--- src/rtl/image_buffer_writer.sv ---
// image_buffer_writer: loads a ROWSxCOLS image from a valid/ready pixel stream into RAM with (x,y) random read
module image_buffer_writer #(
  parameter int ROWS = 10,
  parameter int COLS = 12,
  parameter int DW = 4,
  parameter int MAX_PIX = 9
) (
  input  logic          clk,
  input  logic          rst,
  input  logic          start,
  input  logic          in_valid,
  input  logic [DW-1:0] in_data,
  output logic          in_ready,
  input  logic [3:0]    rd_x,
  input  logic [3:0]    rd_y,
  output logic [DW-1:0] rd_data,
  output logic          busy,
  output logic          done,
  output logic          image_valid,
  output logic          err_pixel,
  output logic [6:0]    wr_count
);
  localparam int AW = $clog2(ROWS * COLS);
  typedef enum logic [1:0] {IDLE, LOAD, DONE} state_t;
  state_t state, nxt;
  logic [3:0] x, y;
  logic [DW-1:0] mem [ROWS*COLS];
  logic [AW-1:0] wa, ra;
  logic hs, legal, last, y_end, rd_ok;
  assign in_ready = state == LOAD;
  assign busy = state == LOAD;
  assign image_valid = state == DONE;
  assign hs = in_valid && in_ready && !start;
  assign legal = in_data <= DW'(MAX_PIX);
  assign y_end = y == 4'(COLS - 1);
  assign last = x == 4'(ROWS - 1) && y_end;
  assign wa = AW'(x * COLS + y);
  assign ra = AW'(rd_x * COLS + rd_y);
  assign rd_ok = rd_x < 4'(ROWS) && rd_y < 4'(COLS);
  // state register
  always_ff @(posedge clk)
    state <= rst ? IDLE : nxt;
  // next state: start wins from anywhere, last legal pixel finishes the load
  always_comb begin
    nxt = state;
    nxt = start ? LOAD :
          state == LOAD && hs && legal && last ? DONE : state;
  end
  // write counters and one-cycle status pulses
  always_ff @(posedge clk) begin
    if (rst) begin
      x <= '0;
      y <= '0;
      wr_count <= '0;
      done <= 1'b0;
      err_pixel <= 1'b0;
    end else begin
      done <= hs && legal && last;
      err_pixel <= hs && !legal;
      if (start) begin
        x <= '0;
        y <= '0;
        wr_count <= '0;
      end else if (hs && legal) begin
        y <= y_end ? '0 : y + 4'd1;
        x <= last ? '0 : y_end ? x + 4'd1 : x;
        wr_count <= wr_count + 7'd1;
      end
    end
  end
  // pixel RAM, never cleared so a partial load survives reset
  always_ff @(posedge clk)
    if (hs && legal) mem[wa] <= in_data;
  // registered read port, out-of-range coordinates read as zero
  always_ff @(posedge clk)
    rd_data <= rst || !rd_ok ? '0 : mem[ra];
endmodule

--- config.mk ---
export PLATFORM = sky130hd
export DESIGN_NAME = image_buffer_writer
export DESIGN_NICKNAME = d
export VERILOG_FILES = /design/src/rtl/image_buffer_writer.sv
export SDC_FILE = /design/constraint.sdc
export NUM_CORES = 1
export LEC_CHECK = 0
export BUFFER_PORTS_ARGS = -buffer_cell sky130_fd_sc_hd__buf_2
export CAP_MARGIN = 10
export CORE_MARGIN = 4
export CORE_UTILIZATION = 50
export CTS_CLUSTER_SIZE = 30
export DETAILED_ROUTE_END_ITERATION = 6
export PLACE_DENSITY = 0.77
export SLEW_MARGIN = 5
export SYNTH_ARGS = -nofsm -noshare
export SYNTH_HDL_FRONTEND = slang
export SYNTH_SLANG_ARGS = --single-unit
--- constraint.sdc ---
create_clock -name clk -period 2.59 [get_ports clk]
set_input_delay 0 -clock clk [delete_from_list [all_inputs] [get_ports clk]]
set_output_delay 0 -clock clk [all_outputs]
set_load 0.005 [all_outputs]
Word level (Yosys, flattened, before mapping):

Memories as Yosys holds them, arrays and structs flattened. A register that Yosys moved wholly into a read port is not among the register bits.
Index checks and enable logic that the tools add are counted.

* add/subtract/negate cells: 5
* $mul: 2
* $lt $le $gt $ge: 3
* equal/unequal tests: 4
* muxes and demuxes: 7
* reductions and logical operators: 18

Operators with widths (count)
* 7-bit by 4-bit adder with 7-bit output: 2
* 4-bit two-way mux: 3
* 1-bit logical AND: 10
* 4-bit by 2-bit multiplier with 5-bit output, second input constant: 2
* 4-bit by 1-bit adder with 4-bit output, second input constant: 2
* 4-bit == test, second input constant: 2
* 4-bit less-than comparator, second input constant: 2
* 7-bit by 1-bit adder with 7-bit output, second input constant: 1
* 4-bit <= comparator, second input constant: 1
* 1-bit two-way mux: 4
* 2-bit nonzero test: 2
* 1-bit logical NOT: 3
* 2-bit by 1-bit == test with 1-bit output, second input constant: 1
* 2-bit == test, second input constant: 1
* 2-bit AND reduction: 1
* 2-bit OR reduction: 1
* 1-bit logical OR: 1

* bits in registers: 19
* bits in writable memories: 480
* bits of input ports: 16
* output and inout bits: 16
* logic and storage cells: 47
* memories kept: 1

Memory list
* mem: words 120, bits a word 4, read ports 1, clocked after Yosys merged registers in 1, wr ports 1, line 27 `logic [DW-1:0] mem [ROWS*COLS];`

Logic depth before layout (Yosys ltp):

* depth in word-level cells: 8
* mapped depth: 11
* gate-level depth less buffers: 10

Least setup slack after synthesis:

Ideal clock, no wire load.

* path type: register to register
* start: register x[1]
* end: memory mem[75][0] (enable)
* setup time: 0.329 ns
* arrival: 2.361 ns
* required time: 2.261 ns
* path slack: -0.100 ns
* stages on the path, launching flop included: 9
* path buffers: 0
* period minus slack after synthesis: 2.690 ns
* cell sequence: dfxtp_1 -> inv_1 -> ha_1 -> fa_1 -> nor3b_1 -> xnor3_1 -> nor2_1 -> nand2_1 -> nor2_1

* word-level cells in the longest chain between the ends: 2

RTL lines
* start, declared: line 26 `logic [3:0] x, y;`
* start signal, assigned: line 66 `x <= last ? '0 : y_end ? x + 4'd1 : x;`
* 4-bit by 2-bit multiplier with 5-bit output: line 37 `assign wa = AW'(x * COLS + y);`
* 7-bit by 4-bit adder with 7-bit output: line 37
* end, declared: line 27

No other way between the ends.

Worst setup path after layout:

* start: register x[0]
* end: memory mem[36][2] (enable)

The elaborated chain is that of the path after synthesis.

==> qor.csv <==
stage,metric,value,unit
logic_synthesis,synth.most_common_cell,edfxtp_1,
global_route,antenna_found_initial,0,
logic_synthesis,ys_types,50,
floorplanning,io_pins,32,
logic_synthesis,synth_compound_area_frac,0.0346,
critical_path,r2r_slack,-9,ps
floorplanning,die_w,211,um
logic_synthesis,netlist_top_cells_area,"edfxtp_1 70%, mux4_2 9.2%, nor2_1 2.8%, mux2i_1 2.7%, dfxtp_1 2.2%",
logic_synthesis,netlist.top_cell.by_area,edfxtp_1,
drt,dr_total_vias,11460,
power,intPower,13.4,mW
drt,drtPass1Iterations,7,
sta,tightestPinTransition,1220,ps
drt,drc_errors,0,
logic_synthesis,synth_edf_count,480,
layout,finalNonFillerCells,1926,
power,p_leak,8.24,nW
sta,hold_violations,0,
logic_synthesis,synthAdderAreaFrac,0.0130,
drt,wl_per_cell,24.1,um
logic_synthesis,synth_simple_gate_area_frac,0.0578,
sta,whs,23.8,ps
hold_path,whs_path_depth,4,
logic_synthesis,syn_area_per_cell,17.8,sq um
clock_tree,clk_pin_slew,60,ps
power,power,17.1,mW
power,switching_share,0.218,
logic_synthesis,muxShareOfSynthArea,0.145,
outcome,status,finished with violations,
sta,fin_tns_setup,-22.9,ps
sta,period_minus_slack,2600,ps
outcome,violations,setup timing,
logic_synthesis,synth_nets,1197,
power,vdd_ir_drop_max,0.545,mV
critical_path,crit_arrival,2860,ps
global_route,grt_pass1_wl,71.3,mm
critical_path,setup.worst_path.end_class,flop,
layout,layout-drive-gt1-share,0.352,
global_route,grt_pass1_vias,11772,
power,pwr-share-comb,0.084,
critical_path,crit_type,flop to flop,
clock_tree,clockRootBuffer,clkbuf_16,
sta,drv_slew,0,
layout,areaGrowthSynthToFinish,21.1,%
placement,place_area,22600,sq um
hold_path,holdPathEnd,rd_data[1],
power,p_switching,3.74,mW
placement,routabilityCongestion,0.863,
logic_synthesis,synthCells,1162,
global_route,overflow,0,
critical_path,cp_max_fo,5,
placement,port_buffers,31,
sta,rsz0062_at_grt,yes,
sta,relSlewSlack,0.186,
layout,num_antenna_cells,0,
logic_synthesis,synth_ff_type,edfxtp_1,
logic_synthesis,syn_area,20600,sq um
placement,dp_cells,1832,
drt,wl,46.4,mm
floorplanning,std_cell_rows,74,
critical_path,crit_required,2850,ps
floorplanning,fp.dieArea,44600,sq um
floorplanning,coreArea,40800,sq um
clock_tree,cts_made_buffers,49,
layout,finalInstanceArea,25000,sq um
logic_synthesis,synth_xor_area_frac,0.0107,
logic_synthesis,post-synth-top-area-fraction,0.698,
power,pwr-share-seq,0.521,
sta,final.setup_skew,29.8,ps
logic_synthesis,ys_seq_area_frac,0.721,
placement,hpwl,28.7,mm
power,p_clk_frac,0.395,
layout,final_nets,1391,
clock_tree,clock_sinks,503,
drt,antenna_left,0,
global_route,grt_usage,0.209,
critical_path,r2r-start,x[0],
logic_synthesis,synth_top_family_by_area,multiplexers,
critical_path,reg2regPathDepth,10,
clock_tree,ctsHtreeMaxLevel,2,
logic_synthesis,async_flop_share,0,
drt,viasPerCell,5.95,
flow_run,cap_violations,0,
sta,fmax,0.385,GHz
floorplanning,start_util,0.505,
hold_path,hold_path.startpoint,rd_y[3],
logic_synthesis,ys_ff_latch,503,
sta,worst_slack,-8.57,ps
floorplanning,die_h,211,um
global_route,grt_start_max_net_pins,112,
logic_synthesis,ys_warn_count,0,
critical_path,start_kind,flop,
clock_tree,clkLatencyLatePin,570,ps
hold_path,min_path_type,input pin to flop,
critical_path,r2r-end,mem[36][2],
sta,finalCritPeriodShare,1.00,
layout,fin_util,0.612,
sta,setup_viol,4,
drt,first_iter_violations,1482,
power,p_per_area,686,nW/um^2
placement,post-place-ws,-287,ps
clock_tree,cts_buffer_depth,3,
clock_tree,cts_tree,built,
logic_synthesis,synth_common_cells,"480 x edfxtp_1, 156 x nor2_1, 84 x mux4_2, 56 x mux2i_1, 32 x nand2_1",
-- area by class of cell --
type	instances	area, sq um
clock inverter	28	213
fill	2741	15800
multi-input combinational	590	6130
timing repair buffer	203	1750
inverter	9	33.8
tap	532	666
clock buffer	61	1310
sequential	503	14900
-- worst max path at each step --
stage / to / depth (start not counted) / start / slack (ps)
floorplan: mem[15][0] / 8 / x[1] / -8
global placement: rd_data[2] / 10 / rd_x[0] / -270
detailed placement: rd_data[2] / 10 / rd_x[0] / -290
CTS: mem[63][1] / 11 / x[0] / -5
global route: mem[36][0] / 10 / x[0] / -90
finish: mem[36][2] / 10 / x[0] / -9
-- layer usage --
layer	share of wire	vias up	wire, um	track usage
met2	0.49	517	22900	0.337
met4	0.025	0	1140	0.0597
met5	0	-	0	0
met1	0.40	5864	18500	0.295
li1	-	5001	-	-
met3	0.083	78	3840	0.0417
-- cell families (layout without fill, tap and decap cells) --
kind of cell	count (synthesis)	count (layout)
DFF	503	503
and+or+nand+nor	268	268
muxes	177	177
AOI/OAI and AO/OA	104	104
buffers and inverters	69	301
xor gates and xnor gates	22	22
adders and majority gates	19	19
-- sequential cells by signal, indices dropped and copies added (netlist names) --
register and cells:
mem 480, wr_count 7, rd_data 4, x 4, y 4, state 2, done 1, err_pixel 1
-- power by group through the flow --
| stage | clock [mW] | sequential, mW | combinational [mW] |
|---|---|---|---|
| 2_1_floorplan | 0 | 9.09 | 0.836 |
| 5_1_grt | 7.22 | 8.93 | 1.53 |
| 3_5_place_dp | 0 | 9.11 | 1.40 |
| 3_3_place_gp | 0 | 9.11 | 1.37 |
| 6_report | 6.77 | 8.94 | 1.44 |
| 4_1_cts | 6.85 | 8.93 | 1.42 |
-- critical path: stages, from the launching register on --
cell and delay, ps:
dfxtp_4 370, ha_4 170, fa_2 530, nor3b_4 200, xnor3_1 260, nor2_1 100
buf_4 200, nand2_4 110, buf_6 150, nor2_2 100, buf_6 130
-- layout by cell type (no fill, tap or decap), types with 5 or more instances in the layout --
cell,instances
clkinv_2,8
nor2b_1,24
nor2_2,15
ha_1,11
nand2_4,5
mux2i_1,56
nand3_1,13
mux4_1,8
o22ai_1,6
xor2_1,7
nor2_4,69
nand2_2,6
o21ai_0,14
mux4_2,84
a21oi_1,27
clkbuf_16,51
dlygate4sd3_1,7
xnor2_1,11
clkbuf_1,10
buf_2,25
buf_4,121
buf_6,40
dfxtp_1,20
edfxtp_1,480
a211oi_1,7
a22oi_1,15
buf_12,10
nor3_1,9
and2_1,6
nor2_1,72
a2111oi_0,7
inv_1,9
nand2_1,17
clkinv_1,13
mux2_2,29
-- repair_timing --
item,CTS,global route
endpoints found under the hold margin,48,0
cloned,0,0
hold buffers,7,0
setup endpoints to repair,480,460
resized for setup,87,119
pin swaps,3,14
setup buffers,0,1
(Power assumes the default switching activity.)
